--- src/rtl/timer_pkg.sv ---
// rtl/timer_pkg.sv - register map, field positions and APB state type for the system timer
package timer_pkg;

  localparam logic [11:0] TCR_OFS   = 12'h000;
  localparam logic [11:0] TDR0_OFS  = 12'h004;
  localparam logic [11:0] TDR1_OFS  = 12'h008;
  localparam logic [11:0] TCMP0_OFS = 12'h00C;
  localparam logic [11:0] TCMP1_OFS = 12'h010;
  localparam logic [11:0] TIER_OFS  = 12'h014;
  localparam logic [11:0] TISR_OFS  = 12'h018;

  localparam int TCR_EN_BIT     = 0;
  localparam int TCR_DIV_EN_BIT = 1;
  localparam int TCR_DIV_LSB    = 8;
  localparam int TCR_DIV_MSB    = 11;
  localparam int TIER_EN_BIT    = 0;
  localparam int TISR_ST_BIT    = 0;

  localparam int MAX_DIV = 8;
  localparam int PRESC_W = 8;

  typedef enum logic [1:0] {IDLE, SETUP, ACCESS} apb_state_t;

  // Terminal prescaler value for a divide-by-2^div_val tick.
  function automatic logic [PRESC_W-1:0] div_limit(input logic [3:0] div_val);
    logic [PRESC_W:0] one;
    one = (PRESC_W + 1)'(1);
    return PRESC_W'((one << div_val) - one);
  endfunction

endpackage

--- src/rtl/timer_apb_slave_if.sv ---
// rtl/timer_apb_slave_if.sv - APB3 bus bundle between the CPU-side master and the timer slave
interface timer_apb_slave_if #(
  parameter int ADDR_W = 32
);

  logic              psel;
  logic              penable;
  logic              pwrite;
  logic [ADDR_W-1:0] paddr;
  logic [31:0]       pwdata;
  logic [31:0]       prdata;
  logic              pready;
  logic              pslverr;

  modport master (
    output psel, penable, pwrite, paddr, pwdata,
    input  prdata, pready, pslverr
  );

  modport slave (
    input  psel, penable, pwrite, paddr, pwdata,
    output prdata, pready, pslverr
  );

endinterface

--- src/rtl/timer_counter.sv ---
// rtl/timer_counter.sv - prescaler, 64-bit free-running counter with write override, compare match
module timer_counter
  import timer_pkg::*;
(
  input  logic        pclk,
  input  logic        preset_n,
  input  logic        timer_en,
  input  logic        div_en,
  input  logic [3:0]  div_val,
  input  logic        div_clr,
  input  logic        tdr0_we,
  input  logic        tdr1_we,
  input  logic [31:0] wdata,
  input  logic [63:0] cmp,
  output logic [63:0] count,
  output logic        match
);

  logic [PRESC_W-1:0] presc_q, presc_d;
  logic [63:0]        count_q, count_d;
  logic               tick;
  logic               inc;

  always_comb begin
    tick    = div_en && (presc_q == div_limit(div_val));
    inc     = timer_en && (!div_en || tick);
    presc_d = presc_q + PRESC_W'(1);
    // Prescaler only runs while dividing; any disable or divider change restarts the phase.
    if (!timer_en || !div_en || div_clr || tick) begin
      presc_d = '0;
    end
    count_d = inc ? count_q + 64'd1 : count_q;
    if (tdr0_we) begin
      count_d = {count_q[63:32], wdata};
    end
    if (tdr1_we) begin
      count_d = {wdata, count_q[31:0]};
    end
  end

  always_ff @(posedge pclk or negedge preset_n) begin
    if (!preset_n) begin
      presc_q <= '0;
      count_q <= '0;
    end else begin
      presc_q <= presc_d;
      count_q <= count_d;
    end
  end

  assign count = count_q;
  assign match = (count_q == cmp);

endmodule

--- src/rtl/timer_apb_slave.sv ---
// rtl/timer_apb_slave.sv - APB3 slave hosting the 64-bit system timer register file and interrupt
module timer_apb_slave
  import timer_pkg::*;
#(
  parameter int WAIT_CYCLES = 0,
  parameter int ADDR_W      = 32
) (
  input  logic             pclk,
  input  logic             preset_n,
  timer_apb_slave_if.slave apb,
  output logic             tim_int
);

  apb_state_t  state_q, state_d;
  logic [3:0]  wait_q, wait_d;
  logic        timer_en_q, timer_en_d;
  logic        div_en_q, div_en_d;
  logic [3:0]  div_val_q, div_val_d;
  logic [63:0] cmp_q, cmp_d;
  logic        int_en_q, int_en_d;
  logic        int_st_q, int_st_d;

  logic [11:0] offset;
  logic [31:0] wdata;
  logic [31:0] rd_val;
  logic [63:0] count;
  logic        mapped, addr_err, tcr_bad, err;
  logic        pready, wr_en, tcr_we;
  logic        div_clr, tdr0_we, tdr1_we, match;

  always_comb begin
    offset = apb.paddr[11:0];
    wdata  = apb.pwdata;
    mapped = 1'b0;
    case (offset)
      TCR_OFS, TDR0_OFS, TDR1_OFS, TCMP0_OFS, TCMP1_OFS, TIER_OFS, TISR_OFS: mapped = 1'b1;
      default: mapped = 1'b0;
    endcase
    addr_err = (|apb.paddr[ADDR_W-1:12]) || (offset[1:0] != 2'b00) || !mapped;
    tcr_bad  = apb.pwrite && (offset == TCR_OFS)
            && (wdata[TCR_DIV_MSB:TCR_DIV_LSB] > 4'(MAX_DIV));
    err      = addr_err || tcr_bad;
  end

  always_comb begin
    state_d = state_q;
    wait_d  = wait_q;
    pready  = 1'b0;
    case (state_q)
      IDLE: begin
        wait_d = '0;
        if (apb.psel && !apb.penable) state_d = SETUP;
      end
      SETUP: begin
        wait_d  = '0;
        state_d = ACCESS;
      end
      ACCESS: begin
        if (!apb.psel) begin
          state_d = IDLE;
        end else if (wait_q == 4'(WAIT_CYCLES)) begin
          if (apb.penable) begin
            pready  = 1'b1;
            state_d = IDLE;
          end
        end else begin
          wait_d = wait_q + 4'd1;
        end
      end
      default: state_d = IDLE;
    endcase
  end

  always_comb begin
    rd_val = '0;
    case (offset)
      TCR_OFS: begin
        rd_val[TCR_EN_BIT]                  = timer_en_q;
        rd_val[TCR_DIV_EN_BIT]              = div_en_q;
        rd_val[TCR_DIV_MSB:TCR_DIV_LSB]     = div_val_q;
      end
      TDR0_OFS:  rd_val = count[31:0];
      TDR1_OFS:  rd_val = count[63:32];
      TCMP0_OFS: rd_val = cmp_q[31:0];
      TCMP1_OFS: rd_val = cmp_q[63:32];
      TIER_OFS:  rd_val[TIER_EN_BIT] = int_en_q;
      TISR_OFS:  rd_val[TISR_ST_BIT] = int_st_q;
      default:   rd_val = '0;
    endcase
  end

  always_comb begin
    wr_en      = pready && apb.pwrite && !err;
    tcr_we     = wr_en && (offset == TCR_OFS);
    tdr0_we    = wr_en && (offset == TDR0_OFS);
    tdr1_we    = wr_en && (offset == TDR1_OFS);
    div_clr    = tcr_we && (wdata[TCR_DIV_MSB:TCR_DIV_LSB] != div_val_q);
    timer_en_d = timer_en_q;
    div_en_d   = div_en_q;
    div_val_d  = div_val_q;
    cmp_d      = cmp_q;
    int_en_d   = int_en_q;
    if (tcr_we) begin
      timer_en_d = wdata[TCR_EN_BIT];
      div_en_d   = wdata[TCR_DIV_EN_BIT];
      div_val_d  = wdata[TCR_DIV_MSB:TCR_DIV_LSB];
    end
    if (wr_en && (offset == TCMP0_OFS)) cmp_d[31:0]  = wdata;
    if (wr_en && (offset == TCMP1_OFS)) cmp_d[63:32] = wdata;
    if (wr_en && (offset == TIER_OFS))  int_en_d     = wdata[TIER_EN_BIT];
    // A match in the same cycle as a write-1-to-clear keeps the status set.
    int_st_d = match
            || (int_st_q && !(wr_en && (offset == TISR_OFS) && wdata[TISR_ST_BIT]));
  end

  always_ff @(posedge pclk or negedge preset_n) begin
    if (!preset_n) begin
      state_q    <= IDLE;
      wait_q     <= '0;
      timer_en_q <= 1'b0;
      div_en_q   <= 1'b0;
      div_val_q  <= '0;
      cmp_q      <= '1;
      int_en_q   <= 1'b0;
      int_st_q   <= 1'b0;
    end else begin
      state_q    <= state_d;
      wait_q     <= wait_d;
      timer_en_q <= timer_en_d;
      div_en_q   <= div_en_d;
      div_val_q  <= div_val_d;
      cmp_q      <= cmp_d;
      int_en_q   <= int_en_d;
      int_st_q   <= int_st_d;
    end
  end

  timer_counter u_counter (
    .pclk     (pclk),
    .preset_n (preset_n),
    .timer_en (timer_en_q),
    .div_en   (div_en_q),
    .div_val  (div_val_q),
    .div_clr  (div_clr),
    .tdr0_we  (tdr0_we),
    .tdr1_we  (tdr1_we),
    .wdata    (wdata),
    .cmp      (cmp_q),
    .count    (count),
    .match    (match)
  );

  assign apb.pready  = pready;
  assign apb.pslverr = pready && err;
  assign apb.prdata  = (pready && !err) ? rd_val : '0;
  assign tim_int     = int_st_q && int_en_q;

endmodule

--- src/flat_wrapper.sv ---
// flat-port wrapper written by rule: the top's interface ports become plain ports
module timer_apb_slave_flat import timer_pkg::*;
#(
  parameter int WAIT_CYCLES = 0,
  parameter int ADDR_W      = 32
)
  (pclk, preset_n, tim_int, apb_psel, apb_penable, apb_pwrite, apb_paddr, apb_pwdata, apb_prdata, apb_pready, apb_pslverr);
  timer_apb_slave_if #(.ADDR_W(ADDR_W)) apb_i ();
  input  logic pclk;
  input  logic preset_n;
  output logic tim_int;
  input wire logic [$bits(apb_i.psel)-1:0] apb_psel;
  input wire logic [$bits(apb_i.penable)-1:0] apb_penable;
  input wire logic [$bits(apb_i.pwrite)-1:0] apb_pwrite;
  input wire logic [$bits(apb_i.paddr)-1:0] apb_paddr;
  input wire logic [$bits(apb_i.pwdata)-1:0] apb_pwdata;
  output wire logic [$bits(apb_i.prdata)-1:0] apb_prdata;
  output wire logic [$bits(apb_i.pready)-1:0] apb_pready;
  output wire logic [$bits(apb_i.pslverr)-1:0] apb_pslverr;
  assign apb_i.psel = apb_psel;
  assign apb_i.penable = apb_penable;
  assign apb_i.pwrite = apb_pwrite;
  assign apb_i.paddr = apb_paddr;
  assign apb_i.pwdata = apb_pwdata;
  assign apb_prdata = apb_i.prdata;
  assign apb_pready = apb_i.pready;
  assign apb_pslverr = apb_i.pslverr;
  timer_apb_slave #(.WAIT_CYCLES(WAIT_CYCLES), .ADDR_W(ADDR_W)) u_core (.pclk(pclk), .preset_n(preset_n), .apb(apb_i), .tim_int(tim_int));
endmodule
--- config.mk ---
export PLATFORM = sky130hd
export DESIGN_NAME = timer_apb_slave_flat
export DESIGN_NICKNAME = d
export VERILOG_FILES = /design/src/rtl/timer_pkg.sv /design/src/rtl/timer_apb_slave_if.sv /design/src/rtl/timer_counter.sv /design/src/rtl/timer_apb_slave.sv /design/src/flat_wrapper.sv
export SDC_FILE = /design/constraint.sdc
export NUM_CORES = 1
export LEC_CHECK = 0
export BUFFER_PORTS_ARGS = -buffer_cell sky130_fd_sc_hd__clkbuf_2
export CORE_MARGIN = 2
export CORE_UTILIZATION = 40
export DETAILED_ROUTE_END_ITERATION = 10
export SYNTH_ARGS = -nofsm -noshare
export SYNTH_HDL_FRONTEND = slang
export SYNTH_SLANG_ARGS = --single-unit
--- constraint.sdc ---
create_clock -name pclk -period 8.7 [get_ports pclk]
set_clock_uncertainty 0.15 [all_clocks]
set_input_delay 0 -clock pclk [delete_from_list [all_inputs] [get_ports pclk]]
set_output_delay 0 -clock pclk [all_outputs]
set_load 0.01 [all_outputs]
## Yosys cells after proc, flatten, opt, wreduce, memory -nomap -nowiden

Index checks and enable logic that the tools add are counted.

- Output and inout port bits: 35
- Input bits: 69
- Logic and storage cells: 107
- Bits in registers: 150

- Add/subtract/negate cells: 4
- Reductions and logical operators: 48
- Equal/unequal tests: 17
- $lt $le $gt $ge: 1
- Shift operators: 1
- Bitwise gates (word level): 1
- Multiplexer cells: 23

Operator list:

| kind | number |
|---|---|
| $mux 64 | 3 |
| $pmux 20 s4 | 1 |
| $add 64x1->64 const B | 1 |
| $eq 64x64->1 | 1 |
| $eq 12x5->1 const B | 3 |
| $mux 32 | 1 |
| $eq 12x4->1 const B | 2 |
| $pmux 6 s4 | 1 |
| $logic_and 1x1->1 | 20 |
| $pmux 4 s5 | 1 |
| $reduce_or 20->1 | 1 |
| $eq 12x3->1 const B | 1 |
| $logic_not 12->1 | 1 |
| $add 8x1->8 const B | 1 |
| $eq 8x8->1 | 1 |
| $logic_or 1x1->1 | 8 |
| $mux 2 | 4 |
| $mux 4 | 2 |
| $mux 8 | 1 |
| $pmux 4 s2 | 1 |
| $reduce_bool 2->1 | 4 |
| $shl 1x4->8 const A | 1 |
| $sub 8x1->8 const B | 1 |
| $pmux 1 s7 | 1 |
| 20 further kinds | 33 |

## Logic depth before layout (Yosys ltp)

- Depth in word-level cells: 13
- Gate-level depth with buffers: 14
- Gate-level depth less buffers: 10

## Cells and area by module

From an unflattened synthesis, not the netlist that was laid out.

- Cells, all modules: 1041
- Area, all modules: 10009.6 sq um

By module, submodules not included:

| module | area each (sq um) | instances | cells an instance | seq. area each (sq um) |
|---|---|---|---|---|
| timer_counter | 5646.7 | 1 | 692 | 1801.7 |
| timer_apb_slave | 4362.9 | 1 | 349 | 2031.9 |

## Worst setup path before layout

No wires, ideal clock.

- Path kind: register -> register
- Start point: register u_core.div_val_q[3]
- End point: register u_core.u_counter.count_q[44] (netlist: u_core.u_counter.count[44])
- Arrival: 3.131 ns
- Buffers on the path: 3
- Setup slack: 5.290 ns
- Stages on the path, launching flop included: 13
- Clock period less this slack: 3.410 ns
- Setup time: 0.130 ns
- Required time: 8.420 ns
- Path through: dfrtp_1 > or4_1 > ha_1 > buf_2 > or4b_4 > and2_4 > o221ai_2 > a41o_1 > buf_2 > nand2_1 > buf_2 > o32ai_1 > a21oi_1

- Word-level cells in the longest chain between the ends: 8

RTL lines:

| what | RTL line | text |
|---|---|---|
| start: declaration | timer_apb_slave.sv:18 | `logic [3:0] div_val_q, div_val_d;` |
| start signal: assignment | timer_apb_slave.sv:131 | `div_val_q <= div_val_d;` |
| $shl 1x4->8 | timer_pkg.sv:28 | `return PRESC_W'((one << div_val) - one);` |
| $sub 8x1->8 | timer_pkg.sv:28 |  |
| $eq 8x8->1 | timer_counter.sv:25 | `tick = div_en && (presc_q == div_limit(div_val));` |
| $logic_and 1x1->1 | timer_counter.sv:25 |  |
| $logic_or 1x1->1 | timer_counter.sv:26 | `inc = timer_en && (!div_en \|\| tick);` |
| $logic_and 1x1->1 | timer_counter.sv:26 |  |
| $reduce_bool 2->1 (no line) | n/a |  |
| $reduce_and 2->1 (no line) | n/a |  |
| end signal: assignment | timer_counter.sv:47 | `count_q <= count_d;` |
| end: declaration | timer_counter.sv:20 | `logic [63:0] count_q, count_d;` |

No other way between the ends.
A chain may end at the register's enable or synchronous reset.

## Worst setup path in the final report

- Start point: register u_core.div_val_q[3]
- End point: register u_core.u_counter.count_q[11] (netlist: u_core.u_counter.count[11])

The elaborated chain is that of the path after synthesis.

==> metrics <==
status finished, violations left; violated checks hold timing; library cells used by synthesis 86; Std-Cell Rows 57; Final TNS setup 0 ns; Layout Nets roughly 1200; per-cell routed wire length between 20 and 25 um; Ports roughly 100; Crit-path slowest cell nand2_1; TritonCTS Buffers 17; post-route cell area around 0.012 mm^2; Seq pwr share between 40 and 50%; CP Capture Type flop; core area 0.0243 mm^2; routability cong. slightly below 1; hpwl dp 23400 um; period utilization between 50% and 60%; area of the multi-input gates approximately 0.0056 mm^2; Total Routing Usage GR 26.3%; cell chain of the critical path or4_1 > ha_1 > or4b_4 > and2_4 > o221ai_2 > a41o_1 > nand2_1 > o32ai_1 > nor2_1; commonest cells after routing, fill and taps aside nand2_1 (102), clkbuf_2 (102), xnor2_1 (94), dfrtp_1 (86), nor2_1 (67); Via density just over 6; # DRC 0; Finish-stage setup viols 0; initial core utilization 40.8%; Tmin final around 4.6 ns; initial antenna violation count 0; placed inst area approximately 0.011 mm^2; dpl ws approximately 4.3 ns; FFs w/ async S/R, synth 100%; largest net degree at the start of global routing 80; vias in the first global route a little over 9000; Yosys reg bits 150; Max clock buf depth 2; Switching Fraction 23.3%; Worst Hold Class input port to asynchronous set/reset pin; n_diodes 0; unrepaired setup endpoints after global routing no; Fill cells about 2300; latest clock arrival within the worst-skew pair 0.44 ns; area grow syn2layout 17.8%; DRT antenna net count 0; final core occ ~48%; CTS tree done; Seq. cell area between 0.003 and 0.004 mm^2; kind of critical path flop to flop; Pleak roughly 4.4 nW; Max Cap Violations 0; WHS -0.00740 ns; setup ws final 4.13 ns; Comb pwr share under 10%; Psw roughly 0.00037 W; Worst setup SP type flop; H-tree depth 4; Final Max Slew Viols 0; grt total ovfl 0; syn_area_per_cell ~9.3 um^2; slew margin rel. slightly below 30%; Clock Sink Count 150; syn_nets 1136; Die ar. 0.0261 mm^2; synthesized cell area roughly 0.0099 mm^2; Fmax 0.219 GHz; EDFF count, synth 0; Post-CTS Resized 0; clock root buffer master clkbuf_16; Synthesis Warnings 0; CP delay by family, top simple AND/OR/NAND/NOR gates; Main synth FF type dfrtp_1; Max VDD drop about 0.00012 V; Reg clk slew, reported paths around 0.07 ns; CP Data Required Time approximately 8.9 ns; Starting DRT DRC Count 1176; Pint approximately 0.0012 W; fraction of layout cells with a size suffix above 1 25.4%; Pwr Density around 140 mW/mm^2; Pre-Repair DR Iteration Count 8; Syn Inst Count around 1100; die width around 160 um; CP max stage delay a little over 0.7 ns; Seq/Total Area, Yosys 38.6%; WP data arrival roughly 4.7 ns; Clock power frac 51.6%; Max Fanout on Critical Path 21; Hold Vio Cnt, Final 3; Slew @ Worst Pin roughly 1.1 ns; worst path bufs/invs 0; total number of vias roughly 9200; Routed WL approximately 34000 um; first-pass GRT wire length between 50000 and 60000 um; I/O Buffers approximately 100; chip height approximately 160 um
-- cells in the mapped netlist, types with 5 or more instances --
cell	n	area, um^2
a211oi_1	5	37.5
a21oi_1	61	305
a222oi_1	27	270
a22oi_1	18	135
a31oi_1	8	50.1
and2_1	9	56.3
and3_1	17	106
and4_1	5	43.8
buf_2	26	130
buf_4	9	67.6
clkbuf_1	42	158
dfrtp_1	86	2150
dfstp_2	64	1680
ha_1	5	62.6
inv_1	19	71.3
mux2_1	20	225
mux2_2	49	552
nand2_1	102	383
nand2b_1	6	37.5
nand3_1	34	170
nand4_1	46	288
nor2_1	67	251
nor3_1	31	155
nor4_1	18	113
nor4_2	6	75.1
o211a_1	5	50.1
o211ai_1	7	52.6
o21a_1	6	45.0
o21ai_0	24	120
o21ai_1	10	50.1
o22ai_1	24	150
o31ai_1	9	67.6
or3_1	10	62.6
or4_1	8	60.1
xnor2_1	94	823
xor2_1	7	61.3
-- cells by family (layout without fill, tap and decap cells) --
kind of cell	after synthesis	in the layout	synth area share, %
AND/OR/NAND/NOR	388	388	21.4
AO/OA/AOI/OAI	245	245	17.7
XOR/XNOR	101	101	8.91
multiplexers	70	70	7.93
flip-flops	150	150	38.6
buffers and inverters	103	216	4.83
adder cells (fa/ha/maj)	5	5	0.630
-- sequential cells by signal, indices dropped and copies added (netlist names) --
register / flops
u_core.int_st_q: 1
u_core.u_counter.presc_q: 8
u_core.u_counter.count: 64
u_core.int_en_q: 1
u_core.timer_en_q: 1
u_core.cmp_q: 64
u_core.div_val_q: 4
u_core.div_en_q: 1
u_core.state_q: 2
u_core.wait_q: 4
-- timing repair --
item | CTS | global route
buffers inserted | 0 | 0
endpoints found under the hold margin | 212 | 0
hold buffers | 48 | 0
-- power groups by stage --
stage	sequential (W)	combinational [W]	clock, W
floorplan	0.000712	0.00000996	0
global placement	0.000713	0.0000534	0
detailed placement	0.000713	0.0000536	0
CTS	0.000701	0.0000691	0.000828
global route	0.000701	0.0000749	0.000859
finish	0.000701	0.0000679	0.000820
-- area by class of cell --
cell class              count  share of cell area (%)
repair buffers            165                    9.47
flip-flops and latches    150                    32.8
clock inverters            14                    1.72
multi-input cells         809                    48.2
well taps                 324                    3.47
clock buffers              18                    3.76
inverters                  19                   0.610
-- path summary, 6_finish.rpt --
check | start | cells after the start | to | slack [ns]
min | preset_n | 2 | u_core.state_q[0] | -0.007
max reg2reg | u_core.div_val_q[3] | 9 | u_core.u_counter.count[11] | 4.13
min reg2reg | u_core.state_q[0] | 2 | u_core.state_q[1] | 0.40
max in group asynchronous | preset_n | 3 | u_core.u_counter.count[5] | 6.87
max | u_core.div_val_q[3] | 9 | u_core.u_counter.count[11] | 4.13
min in group pclk | apb_paddr[3] | 4 | u_core.int_st_q | 0.03
-- stage by stage --
stage,total power [W],std cells
after CTS,0.00160,1499
after detailed placement,0.000766,1419
after global placement,0.000766,1419
after floorplan,0.000722,1062
final,0.00159,1499
after global routing,0.00163,1499
-- metal layers --
metal / vias up / global-route usage [%] / part of all wire, %
met5: - / 0 / 0
met4: 0 / 8.52 / 2.5
met3: 66 / 5.37 / 8.8
met2: 453 / 41.1 / 46
met1: 4545 / 36.5 / 43
li1: 4161 / - / -
Note: power is estimated with default switching activity, not from simulation.
